===== src/rtl/ifetch_queue.sv =====
// ifetch_queue: instruction fetch with a prefetch queue feeding decode over valid/ready.
// Define IFQ_BYPASS_EN to forward a return straight to decode when the queue is empty.
module ifetch_queue #(
    parameter int unsigned DEPTH  = 4,
    parameter int unsigned ADDR_W = 8,
    parameter int unsigned WIDTH  = 32
) (
    input  logic              clock,
    input  logic              clear,
    output logic              imem_req,
    output logic [ADDR_W-1:0] imem_addr,
    input  logic [WIDTH-1:0]  imem_rdata,
    input  logic              redirect,
    input  logic [31:0]       redirect_pc,
    input  logic              id_ready,
    output logic              id_valid,
    output logic [WIDTH-1:0]  id_instr,
    output logic [31:0]       id_pc
);
    localparam int unsigned PW = $clog2(DEPTH);

    logic [31:0]      fetch_pc_q, fetch_pc_d, tag_pc_q, tag_pc_d;
    logic             inflight_q, inflight_d;
    logic [PW-1:0]    rd_ptr_q, rd_ptr_d, wr_ptr_q, wr_ptr_d;
    logic [PW:0]      count_q, count_d;
    logic [31:0]      pc_mem [DEPTH];
    logic [WIDTH-1:0] instr_mem [DEPTH];
    logic             ret, bypass, push, pop;

    // Credit uses the registered count, so a pop frees issue space one cycle later.
    assign imem_req  = clear & ~redirect & ((32'(count_q) + 32'(inflight_q)) < DEPTH);
    assign imem_addr = fetch_pc_q[ADDR_W-1:0];
    assign ret       = inflight_q & ~redirect;
`ifdef IFQ_BYPASS_EN
    assign bypass    = ret & (count_q == '0);
`else
    assign bypass    = 1'b0;
`endif
    assign id_valid  = ~redirect & ((count_q != '0) | bypass);
    assign id_instr  = !id_valid ? '0 : bypass ? imem_rdata : instr_mem[rd_ptr_q];
    assign id_pc     = !id_valid ? '0 : bypass ? tag_pc_q : pc_mem[rd_ptr_q];
    assign push      = ret & ~(bypass & id_ready);
    assign pop       = id_valid & id_ready & ~bypass;

    always_comb begin
        fetch_pc_d = redirect ? redirect_pc : fetch_pc_q + 32'(imem_req);
        tag_pc_d   = imem_req ? fetch_pc_q : tag_pc_q;
        inflight_d = imem_req;
        rd_ptr_d   = redirect ? '0 : rd_ptr_q + PW'(pop);
        wr_ptr_d   = redirect ? '0 : wr_ptr_q + PW'(push);
        count_d    = redirect ? '0 : count_q + (PW+1)'(push) - (PW+1)'(pop);
    end

    always_ff @(posedge clock) begin
        if (!clear) begin
            fetch_pc_q <= '0;
            tag_pc_q   <= '0;
            inflight_q <= 1'b0;
            rd_ptr_q   <= '0;
            wr_ptr_q   <= '0;
            count_q    <= '0;
        end else begin
            fetch_pc_q <= fetch_pc_d;
            tag_pc_q   <= tag_pc_d;
            inflight_q <= inflight_d;
            rd_ptr_q   <= rd_ptr_d;
            wr_ptr_q   <= wr_ptr_d;
            count_q    <= count_d;
        end
    end

    always_ff @(posedge clock) begin
        if (clear && push) begin
            pc_mem[wr_ptr_q]    <= tag_pc_q;
            instr_mem[wr_ptr_q] <= imem_rdata;
        end
    end
endmodule


===== config.mk =====
export PLATFORM = sky130hd
export DESIGN_NAME = ifetch_queue
export DESIGN_NICKNAME = d
export VERILOG_FILES = /design/src/rtl/ifetch_queue.sv
export SDC_FILE = /design/constraint.sdc
export NUM_CORES = 1
export LEC_CHECK = 0
export BUFFER_PORTS_ARGS = -buffer_cell sky130_fd_sc_hd__buf_2
export CORE_MARGIN = 2
export CORE_UTILIZATION = 50
export CTS_CLUSTER_DIAMETER = 40
export DETAILED_ROUTE_END_ITERATION = 16
export GPL_TIMING_DRIVEN = 1
export PLACE_DENSITY_LB_ADDON = 0.12
export SYNTH_ARGS = -nofsm -noshare
export SYNTH_HDL_FRONTEND = slang
export SYNTH_SLANG_ARGS = --single-unit
export TNS_END_PERCENT = 5

===== constraint.sdc =====
create_clock -name clock -period 11.9 [get_ports clock]
set_input_delay 2.975 -clock clock [delete_from_list [all_inputs] [get_ports clock]]
set_output_delay 2.975 -clock clock [all_outputs]
set_load 0.01 [all_outputs]

; After elaboration in Yosys (flattened, before gate mapping)
; Memories as Yosys holds them, arrays and structs flattened. A register that Yosys moved wholly into a read port is not among the register bits.
; Index checks and enable logic that the tools add are counted.
; W data, S select, Z words.
[classes]
reduce_logical = 3
n_bitwise = 7
n_mux = 7
magnitude_cmp = 1
addsub = 6
[ops]
columns = op, count
row1 = $mux W32, 3
row2 = $add A32 B1 Y32, 1
row3 = $and A1 B1 Y1, 5
row4 = $add A2 B1 Y2, 2
row5 = $add A3 B1 Y4, 1
row6 = $lt A4 B3 Y1 const B, 1
row7 = $mux W2, 2
row8 = $add A3 B1 Y3, 1
row9 = $reduce_bool A3 Y1, 1
row10 = $sub A3 B1 Y3, 1
row11 = $mux W1, 2
row12 = $not A1 Y1, 2
row13 = $reduce_or A2 Y1, 1
row14 = $logic_and A1 B1 Y1, 1
[word_totals]
ff_bits = 72
mem_count = 2
mem_bits_rw = 256
input_bits = 68
out_inout_bits = 74
[mem_list]
columns = memory, words, width, rd, rd_clocked_by_memory_dff, wr, line
row1 = instr_mem, 4, 32, 1, 1, 1, 27  ; logic [WIDTH-1:0] instr_mem [DEPTH];
row2 = pc_mem, 4, 32, 1, 1, 1, 26  ; logic [31:0] pc_mem [DEPTH];

; Depth between registers and ports, before layout
; Gate-level depths: netlist of run 1.
[logic_depth]
ltp_word = 5
depth_mapped = 12
depth_no_buf = 10

; Worst setup path after synthesis of run 1
; OpenSTA, ideal clock, no wires.
[synth_timing]
path_kind = in2reg
startpoint = in redirect
endpoint = mem instr_mem[0][0], enable pin
setup_time_ns = 0.565
path_buffers = 3
required_time_ns = 11.335
setup_slack_ns = 3.065
arrival_time_ns = 8.270
path_stages = 6
cell_sequence = clkbuf_1 > nor2b_1 > clkbuf_1 > clkbuf_1 > nand2_1 > nor3_1
[synth_between]
elab_chain_cells = 5
[synth_rtl]
columns = item, line
row1 = from (decl), 13  ; input logic redirect,
row2 = $not A1 Y1, 33  ; assign ret = inflight_q & ~redirect;
row3 = $and A1 B1 Y1, 33
row4 = $logic_and A1 B1 Y1, 73  ; if (clear && push) begin
row5 = $mux W1, 73
row6 = $mux W1 (not written as such), 75  ; instr_mem[wr_ptr_q] <= imem_rdata;
row7 = to (decl), 27
; Every way passes these cells.

; Worst setup path in the final report of run 1
[layout_timing]
startpoint = in redirect
endpoint = out imem_req
[layout_between]
elab_chain_cells = 3
[layout_rtl]
columns = item, line
row1 = $not A1 Y1, 31  ; assign imem_req = clear & ~redirect & ((32'(count_q) + 32'(inflight_q)) < DEPTH);
row2 = $and A1 B1 Y1 (2 in a row), 31
row3 = to (decl), 10  ; output logic imem_req,
; Every way passes these cells.

==> results of run 1 <==
[worst min path at each step]
| stage | startpoint | endpoint | slack, ns | depth (start not counted) |
|---|---|---|---|---|
| after CTS | tag_pc_q[10]$_SDFFE_PN0N_ | pc_mem[3][10]$_DFFE_PP_ | 0.51 | 0 |
| after global routing | tag_pc_q[25]$_SDFFE_PN0N_ | pc_mem[3][25]$_DFFE_PP_ | 0.53 | 0 |
| after detailed placement | tag_pc_q[10]$_SDFFE_PN0N_ | pc_mem[2][10]$_DFFE_PP_ | 0.49 | 0 |
| final | tag_pc_q[10]$_SDFFE_PN0N_ | pc_mem[3][10]$_DFFE_PP_ | 0.50 | 0 |
| after global placement | tag_pc_q[11]$_SDFFE_PN0N_ | pc_mem[2][11]$_DFFE_PP_ | 0.48 | 0 |
| after floorplan | tag_pc_q[0]$_SDFFE_PN0N_ | pc_mem[0][0]$_DFFE_PP_ | 0.45 | 0 |
[critical path, delay by kind of cell]
family	cells	cell delay, ns
simple gates	2	0.48
buf+inv	3	0.91
[layer usage]
metal / global-route usage / vias to the layer above / share of wire
li1: - / 3516 / -
met2: 0.311 / 191 / 0.48
met3: 0.0372 / 34 / 0.049
met5: 0 / - / 0
met1: 0.275 / 3784 / 0.46
met4: 0.0476 / 0 / 0.015
[layout make-up]
class | instances | area (um2) | share of cell area
Timing Repair Buffer | 157 | 826 | 0.0526
Clock inverter | 27 | 314 | 0.0200
Tap cell | 335 | 419 | 0.0267
Sequential cell | 328 | 9130 | 0.582
Multi-Input combinational cell | 428 | 3770 | 0.240
Inverter | 8 | 30.0 | 0.00191
Clock buffer | 53 | 1210 | 0.0769
[registers in the layout, summed over array words and instances (netlist names)]
name / flops
fetch_pc_q: 32
pc_mem: 128
tag_pc_q: 32
instr_mem: 128
wr_ptr_q: 2
inflight_q: 1
rd_ptr_q: 2
count_q: 3
[power by group through the flow]
stage	Clock, mW	Combinational, mW	Sequential, mW
after global routing	1.40	0.0808	1.27
after detailed placement	0	0.0728	1.29
after CTS	1.35	0.0729	1.26
after global placement	0	0.0716	1.29
final	1.33	0.0716	1.27
after floorplan	0	0.0451	1.28
[through the flow]
stage	utilization	total power [mW]
after CTS	0.604	2.69
after global placement	0.546	1.36
after floorplan	-	1.33
final	0.604	2.66
after global routing	0.604	2.75
after detailed placement	0.546	1.36
[cell families after synthesis]
logic type / synth area share
flops: 0.693
buf+inv: 0.0229
compound gates: 0.0621
simple gates: 0.0924
mux: 0.111
fa+ha+maj: 0.00817
xor+xnor: 0.00998
[synthesized netlist by cell type (all sizes together) (5+ instances only)]
library cell / count
xnor2: 11
o21ai: 59
a21oi: 11
buf: 18
o211a: 6
nand2: 13
inv: 7
and2: 70
nor2: 16
clkbuf: 44
mux4: 64
nand4: 10
nand3: 46
edfxtp: 256
nor4: 9
a211oi: 5
and4: 7
nor3: 16
a311oi: 5
dfxtp: 72
a21boi: 33
ha: 7
nor2b: 6
==> impl_metrics.yaml, run 1 <==
logic_synthesis:
  synth_nets: 902
  synth_edf_count: 256
  yosysTopAreaCell: "edfxtp_1"
  ys_top_cells_by_area: "edfxtp_1, dfxtp_1, mux4_2, and2_1, o21ai_0"
  synth_top_flop_cell: "edfxtp_1"
  synthCells: 826
  async_reset_ff_frac: 0
  ys_ff_latch: 328
  syn_area_per_cell_um2: 15.9
  synth_cell_types: 47
  yosysWarnings: 0
  netlist_area_um2: 13200
  synth_top_cell_area_share: 0.584
  yosysSeqAreaShare: 0.693
setup_path:
  crit_path_max_incr_delay_ns: 0.52
  crit_end: "imem_req"
  crit_fanout: 35
  worstPathArrival_ns: 4.38
  worstPathRequired_ns: 8.93
  cp_cell_sequence: "buf_2 > clkinv_1 > nand2_1 > nor2_1 > buf_2"
  r2r_start: "count_q[1]$_SDFF_PP0_"
  start_kind: "input pin"
  path_common_cell: "buf_2"
  worstSetupEndpointType: "output port"
  rrSetupSlack_ns: 7.83
  worstRegToRegCells: 10
  slowest_stage: "buf_2"
  worstSetupStartpoint: "redirect"
  reg2reg_to: "fetch_pc_q[26]$_SDFF_PN0_"
  path_class: "input pin to output port"
floorplan:
  coreArea_um2: 26000
  ios: 142
  die_width_um: 166
  die_area_um2: 27600
  die_height_um: 166
  num_rows: 59
  start_util: 0.507
clocking:
  cts_tree: "done"
  numCtsBuffers: 43
  post_cts_buffers: 0
  cts.hold.buffers_added: 0
  cts_root_buffer: "clkbuf_16"
  clkSlewWorstSetupHoldPaths_ns: 0.06
  clock_latency_ns: 0.53
  cts_max_path_buffers: 3
  cts_resized: 0
  clock_sinks: 328
  htreeDepth: 2
final_layout:
  diodes: 0
  stdcell_area_um2: 15700
  area_delta_synth_final_pct: 19.3
  drive_gt1_frac: 0.306
  final_cell_mix: "edfxtp_1, buf_2, and2_1, dfxtp_1, mux4_2"
  nFillCells: 2003
  nets: 1042
  layout_commonest_cell: "edfxtp_1"
  fin_cells: 1336
timing:
  slew_viol_final: 0
  holdWs_ns: 0.496
  finalHoldViolCount: 0
  fin_ws_ns: 4.55
  setup_tns_ns: 0
  setup_viol: 0
  fin_crit_sh: 0.618
  relSlewSlack: 0.254
  fin_skew_ns: 0.0168
  fmax_mhz: 136
  grt_setup_unrepaired: "false"
  min_period_ns: 7.35
  worst_pin_slew_ns: 1.12
power_and_ir_drop:
  clkPwrFrac: 0.498
  irDropWorstVdd_uv: 112
  p_switching_uw: 544
  p_int_mw: 2.12
  seqPwrFrac: 0.475
  pwr-share-comb: 0.027
  p_per_area_nw_per_um2: 170
  power_leakage_nw: 5.53
  swShare: 0.204
global_routing:
  grtUsageTotal: 0.193
  grt_pass1_vias: 7427
  grt_first_pass_wirelength_mm: 42.3
  antenna_found_initial: 1
  grt_max_degree: 67
  globalRoute.totalOverflow: 0
drt:
  drt_wl_total_mm: 26.3
  routedWlPerCell_um: 19.7
  first_pass_iters: 5
  antenna_left: 0
  num_vias: 7525
  vias_per_cell: 5.63
  drc: 0
  drtIter0Drc: 511
placement:
  placedCellCount: 1256
  dp_hpwl_mm: 15.6
  portBuffers: 141
  place_congestion: 0.793
  postPlaceCellArea_um2: 14200
  dp_slack_ns: 4.51
outcome:
  status: "finished clean"
min_path:
  min_path_type: "flop to flop"
flow_run:
  drv_cap: 0
No activity file was read; power rests on OpenSTA's default activity.
==> run 2: changes to the inputs <==
clock period = 6 ns   (was 11.9 ns; I/O delays follow)
==> run 2 against run 1 <==
Against the previous run:
- clock skew about the same
- sequential share of layout area increased by 0.060 points
- sequential power grew 98%
- global-route usage grew 0.23 points
- die area did not move
- non-clock buffer count increased by 4
- via count up 0.86%
- final cell count is 0.30% higher
- register-to-register slack lost 5.5 ns
==> impl_metrics.yaml, run 2 (same netlist as run 1, synthesis figures left out) <==
outcome:
  status: "finished clean"
global_routing:
  antenna_found_initial: 0
  grt_pass1_vias: 7701
  grtUsageTotal: 0.195
  globalRoute.totalOverflow: 0
  grt_first_pass_wirelength_mm: 42.7
  grt_max_degree: 66
drt:
  drt_wl_total_mm: 26.8
  routedWlPerCell_um: 20.0
  vias_per_cell: 5.66
  antenna_left: 0
  drc: 0
  num_vias: 7590
  first_pass_iters: 5
  drtIter0Drc: 460
setup_path:
  worstPathRequired_ns: 4.50
  worstSetupEndpointType: "output port"
  reg2reg_to: "fetch_pc_q[26]$_SDFF_PN0_"
  cp_cell_sequence: "buf_2 > nor2_4 > buf_4 > and2_1 > buf_2"
  path_common_cell: "buf_2"
  worstRegToRegCells: 10
  r2r_start: "count_q[1]$_SDFF_PP0_"
  worstPathArrival_ns: 3.06
  slowest_stage: "nor2_4"
  crit_fanout: 44
  path_class: "input pin to output port"
  start_kind: "input pin"
  rrSetupSlack_ns: 2.34
  crit_path_max_incr_delay_ns: 0.72
timing:
  holdWs_ns: 0.501
  fin_skew_ns: 0.0163
  worst_pin_slew_ns: 0.902
  fmax_mhz: 219
  fin_crit_sh: 0.760
  min_period_ns: 4.56
  finalHoldViolCount: 0
  grt_setup_unrepaired: "false"
  relSlewSlack: 0.397
  slew_viol_final: 0
  setup_viol: 0
final_layout:
  nets: 1046
  reg_top3: "instr_mem: 128 flops, pc_mem: 128 flops"
  area_delta_synth_final_pct: 19.2
  final_cell_mix: "edfxtp_1, buf_2, and2_1, dfxtp_1, mux4_2"
  layout_commonest_cell: "edfxtp_1"
  diodes: 0
  drive_gt1_frac: 0.302
power_and_ir_drop:
  irDropWorstVdd_uv: 269
  p_per_area_nw_per_um2: 331
  p_total_mw: 5.19
  power_leakage_nw: 5.51
clocking:
  cts_resized: 0
  clkSlewWorstSetupHoldPaths_ns: 0.06
  clock_sinks: 328
  numCtsBuffers: 43
  cts_tree: "done"
  htreeDepth: 2
  post_cts_buffers: 0
  cts.hold.buffers_added: 0
  cts_root_buffer: "clkbuf_16"
  cts_max_path_buffers: 3
  clock_latency_ns: 0.53
floorplan:
  die_width_um: 166
  ios: 142
  num_rows: 59
  start_util: 0.507
  die_area_um2: 27600
  die_height_um: 166
  coreArea_um2: 26000
min_path:
  hold_end: "pc_mem[1][31]$_DFFE_PP_"
  hold_start: "tag_pc_q[31]$_SDFFE_PN0N_"
  min_path_type: "flop to flop"
  min_path_cells: 0
placement:
  portBuffers: 141
  place_congestion: 0.762
  dp_hpwl_mm: 16.1
flow_run:
  drv_cap: 0
==> run 2: cell types whose count changed in the layout (fill, tap and decap cells not counted), sizes merged <==
cell	previous run	this run
clkinv	12	8
inv	16	15
bufinv	5	4
buf	157	161
clkinvlp	2	3
clkbuf	53	58
==> run 2: routing by layer <==
layer  wire length, um  part of all wire  GRT usage
met2             13100              0.49      0.325
met5                 0                 0          0
met4               413             0.015     0.0517
met1             11900              0.44      0.269
met3              1400             0.052     0.0346
==> run 2: final cells by class <==
cell class	instances	area [um2]
Inverter	8	30.0
Clock inverter	22	267
Sequential cell	328	9130
Multi-Input combinational cell	428	3770
Fill cell	1979	10300
Timing Repair Buffer	161	881
Clock buffer	58	1180
Tap cell	335	419
==> run 2: worst max-delay path, delay by kind of cell <==
| kind | cells | cell delay [ns] |
|---|---|---|
| buffers and inverters | 3 | 0.68 |
| AND/OR/NAND/NOR | 2 | 0.87 |
==> run 2: how the worst max path moves through the flow <==
stage	startpoint	end	slack [ns]	depth (start not counted)
2_1_floorplan	redirect	instr_mem[0][0]$_DFFE_PP_	-1.36	6
3_3_place_gp	redirect	id_instr[11]	1.43	5
3_5_place_dp	redirect	id_instr[8]	1.37	5
4_1_cts	redirect	id_instr[8]	1.38	5
5_1_grt	redirect	id_instr[6]	1.24	5
6_report	redirect	id_instr[8]	1.44	5
==> run 2: power breakdown <==
group	switching [mW]	leakage, nW	internal [mW]	total (mW)
Clock	0.956	0.701	1.58	2.54
Sequential	0.0378	2.92	2.47	2.51
Combinational	0.0813	1.89	0.0633	0.145
Total	1.08	5.51	4.12	5.19
==> run 2: per-stage QoR <==
stage / setup WS [ns] / TNS [ns] / utilization / instance area [um2] / instances
after floorplan: -1.36 / -174.11 / - / 13200 / 826
after global placement: 1.43 / 0 / 0.548 / 14200 / 1260
after detailed placement: 1.37 / 0 / 0.548 / 14200 / 1260
after CTS: 1.38 / 0 / 0.604 / 15700 / 1340
after global routing: 1.24 / 0 / 0.604 / 15700 / 1340
final: 1.44 / 0 / 0.604 / 15700 / 1340
==> run 3: changes to the inputs <==
ABC_AREA = 1   (was default)
clock period = 4.5 ns   (was 6 ns; I/O delays follow)
==> run 3 against run 2 <==
Against the previous run:
- via count grew 23%
- largest power group is now registers
- area after synthesis is 3.8% higher
- die area increased by 3.7%
- critical path depth rose by 1
- sequential cell count unchanged
- sequential power is 35% higher
- highest routed layer unchanged
- final cell count increased by 36%
- synthesized cell count grew 61%
- combinational power up 66%
- first-iteration DRC count increased by 49%
- worst setup slack worse by 0.65 ns
==> impl_metrics.yaml, run 3 <==
outcome:
  status: "finished clean"
power_and_ir_drop:
  p_per_area_nw_per_um2: 418
  p_int_mw: 5.19
  seqPwrFrac: 0.509
  power_leakage_nw: 6.15
  clkPwrFrac: 0.454
  p_switching_mw: 1.45
  irDropWorstVdd_uv: 287
  pwr-share-comb: 0.036
  p_total_mw: 6.64
  swShare: 0.218
logic_synthesis:
  netlist_area_um2: 13700
  yosysMostFrequentCell: "nor2_1"
  synth_top_flop_cell: "edfxtp_1"
  syn_area_per_cell_um2: 10.3
  synth_edf_count: 256
  yosysTopAreaCell: "edfxtp_1"
  synth_common_cells: "nor2_1, edfxtp_1, o21ai_0"
  synth_nets: 1403
  synthCells: 1327
  async_reset_ff_frac: 0
  yosysSeqAreaShare: 0.668
  yosysWarnings: 0
  synth_cell_types: 32
  synth_top_cell_area_share: 0.563
  ys_top_cells_by_area: "edfxtp_1, nor2_1, dfxtp_1, o21ai_0, nand2_1"
  ys_ff_latch: 328
setup_path:
  path_common_cell: "nor2_1"
  cp_top_family: "flip-flops"
  slowest_stage: "dfxtp_4"
  worstPathRequired_ns: 3.38
  crit_fanout: 57
  crit_path_max_incr_delay_ns: 0.78
  start_kind: "flop"
  worstSetupEndpointType: "output port"
  path_class: "flop to output port"
  worstPathArrival_ns: 2.59
  cp.buffers_inverters: 2
  cp_cell_sequence: "buf_4 > nor2_1 > nor2_1 > o21ai_0 > a21oi_1 > buf_2"
clocking:
  numCtsBuffers: 41
  cts.hold.buffers_added: 0
  post_cts_buffers: 0
  cts_max_path_buffers: 3
  htreeDepth: 2
  clock_latency_ns: 0.52
  cts_resized: 0
  cts_tree: "done"
  clkSlewWorstSetupHoldPaths_ns: 0.06
  cts_root_buffer: "clkbuf_16"
  clock_sinks: 328
final_layout:
  seq_area_um2: 9130
  layout_commonest_cell: "nor2_1"
  final_cell_mix: "nor2_1, edfxtp_1, o21ai_0"
  drive_gt1_frac: 0.176
  nFillCells: 2289
  nets: 1527
  reg_top3: "instr_mem: 128 flops, pc_mem: 128 flops"
  multiInputGateArea_um2: 3890
  area_delta_synth_final_pct: 16.4
  diodes: 0
  utilization: 0.592
floorplan:
  die_width_um: 169
  die_height_um: 169
  start_util: 0.508
  ios: 142
  num_rows: 60
  die_area_um2: 28700
  coreArea_um2: 26900
timing:
  finalHoldViolCount: 0
  worst_pin_slew_ns: 0.893
  fin_ws_ns: 0.789
  min_period_ns: 3.71
  slew_viol_final: 0
  setup_viol: 0
  fmax_mhz: 270
  fin_skew_ns: 0.0140
  grt_setup_unrepaired: "false"
  fin_crit_sh: 0.825
  relSlewSlack: 0.404
global_routing:
  grtUsageTotal: 0.210
  grt_pass1_vias: 8966
  globalRoute.totalOverflow: 0
  antenna_found_initial: 0
  grt_max_degree: 77
  grt_first_pass_wirelength_mm: 47.4
drt:
  num_vias: 9354
  drc: 0
  drt_wl_total_mm: 29.7
  antenna_left: 0
  vias_per_cell: 5.13
  first_pass_iters: 5
  drtIter0Drc: 686
  routedWlPerCell_um: 16.3
placement:
  portBuffers: 141
  dp_hpwl_mm: 16.9
  dp_slack_ns: 0.825
  place_congestion: 0.840
min_path:
  min_path_type: "flop to flop"
flow_run:
  drv_cap: 0
[run 3: cell types whose count changed after synthesis, sizes merged, moves of 58 or more]
cell   delta
inv      +71
a21oi    +58
o21ai   +117
and2     -70
mux4     -64
nor2    +414
nand2    +95
[run 3: worst register-to-register path, stage by stage (launching register included)]
cell,delay [ns]
dfxtp_1,0.36
ha_1,0.21
o21bai_1,0.15
nand3_1,0.11
nand3_4,0.28
inv_4,0.43
ha_1,0.25
ha_1,0.18
nand2_1,0.10
nor2_4,0.17
nand2_4,0.10
nor2_4,0.17
nand2_1,0.07
nand2_1,0.06
nand3_1,0.06
nand2_1,0.09
inv_1,0.03
[run 3: layer usage]
layer | global-route usage | part of all wire | vias up
li1 | - | - | 4701
met1 | 0.286 | 0.46 | 4377
met2 | 0.355 | 0.47 | 231
met3 | 0.0313 | 0.049 | 45
met4 | 0.0569 | 0.019 | 0
met5 | 0 | 0 | -
[run 3: stage by stage]
| stage | area, um2 | instances | hold slack (ns) | setup TNS (ns) |
|---|---|---|---|---|
| 2_1_floorplan | 13700 | 1327 | 0.461 | -23.46 |
| 3_3_place_gp | 14600 | 1749 | 0.478 | 0 |
| 3_5_place_dp | 14600 | 1749 | 0.490 | 0 |
| 4_1_cts | 15900 | 1822 | 0.502 | 0 |
| 5_1_grt | 15900 | 1822 | 0.521 | 0 |
| 6_report | 15900 | 1822 | 0.498 | 0 |
[run 3: logic make-up (layout without fill, tap and decap cells)]
family                     count (synthesis)  count (layout)  share of synthesized area
AOI/OAI and AO/OA                        247             247                     0.0912
buffers and inverters                    153             307                     0.0511
DFF                                      328             328                      0.668
adders and majority gates                  8               8                    0.00787
xor gates and xnor gates                  13              13                    0.00833
and+or+nand+nor                          578             578                      0.174
[run 3: final timing paths]
| kind | from | depth (start not counted) | slack (ns) | endpoint |
|---|---|---|---|---|
| min reg2reg | tag_pc_q[16]$_SDFFE_PN0N_ | 0 | 0.50 | pc_mem[0][16]$_DFFE_PP_ |
| max | rd_ptr_q[0]$_SDFF_PP0_ | 6 | 0.79 | id_pc[9] |
| max reg2reg | count_q[1]$_SDFF_PP0_ | 16 | 1.56 | fetch_pc_q[24]$_SDFF_PN0_ |
| min | tag_pc_q[16]$_SDFFE_PN0N_ | 0 | 0.50 | pc_mem[0][16]$_DFFE_PP_ |
[run 3: power by group through the flow]
| stage | clock [mW] | combinational, mW | sequential (mW) |
|---|---|---|---|
| floorplan | 0 | 0.160 | 3.43 |
| global placement | 0 | 0.239 | 3.45 |
| detailed placement | 0 | 0.243 | 3.45 |
| CTS | 3.08 | 0.244 | 3.38 |
| global route | 3.20 | 0.278 | 3.39 |
| finish | 3.02 | 0.241 | 3.38 |
[run 3: area by class of cell]
class	count	share of cell area
clock inverter	24	0.0127
inverter	78	0.0186
clock buffer	49	0.0670
timing repair buffer	156	0.0562
multi-input combinational	846	0.245
tap	341	0.0268
sequential	328	0.574
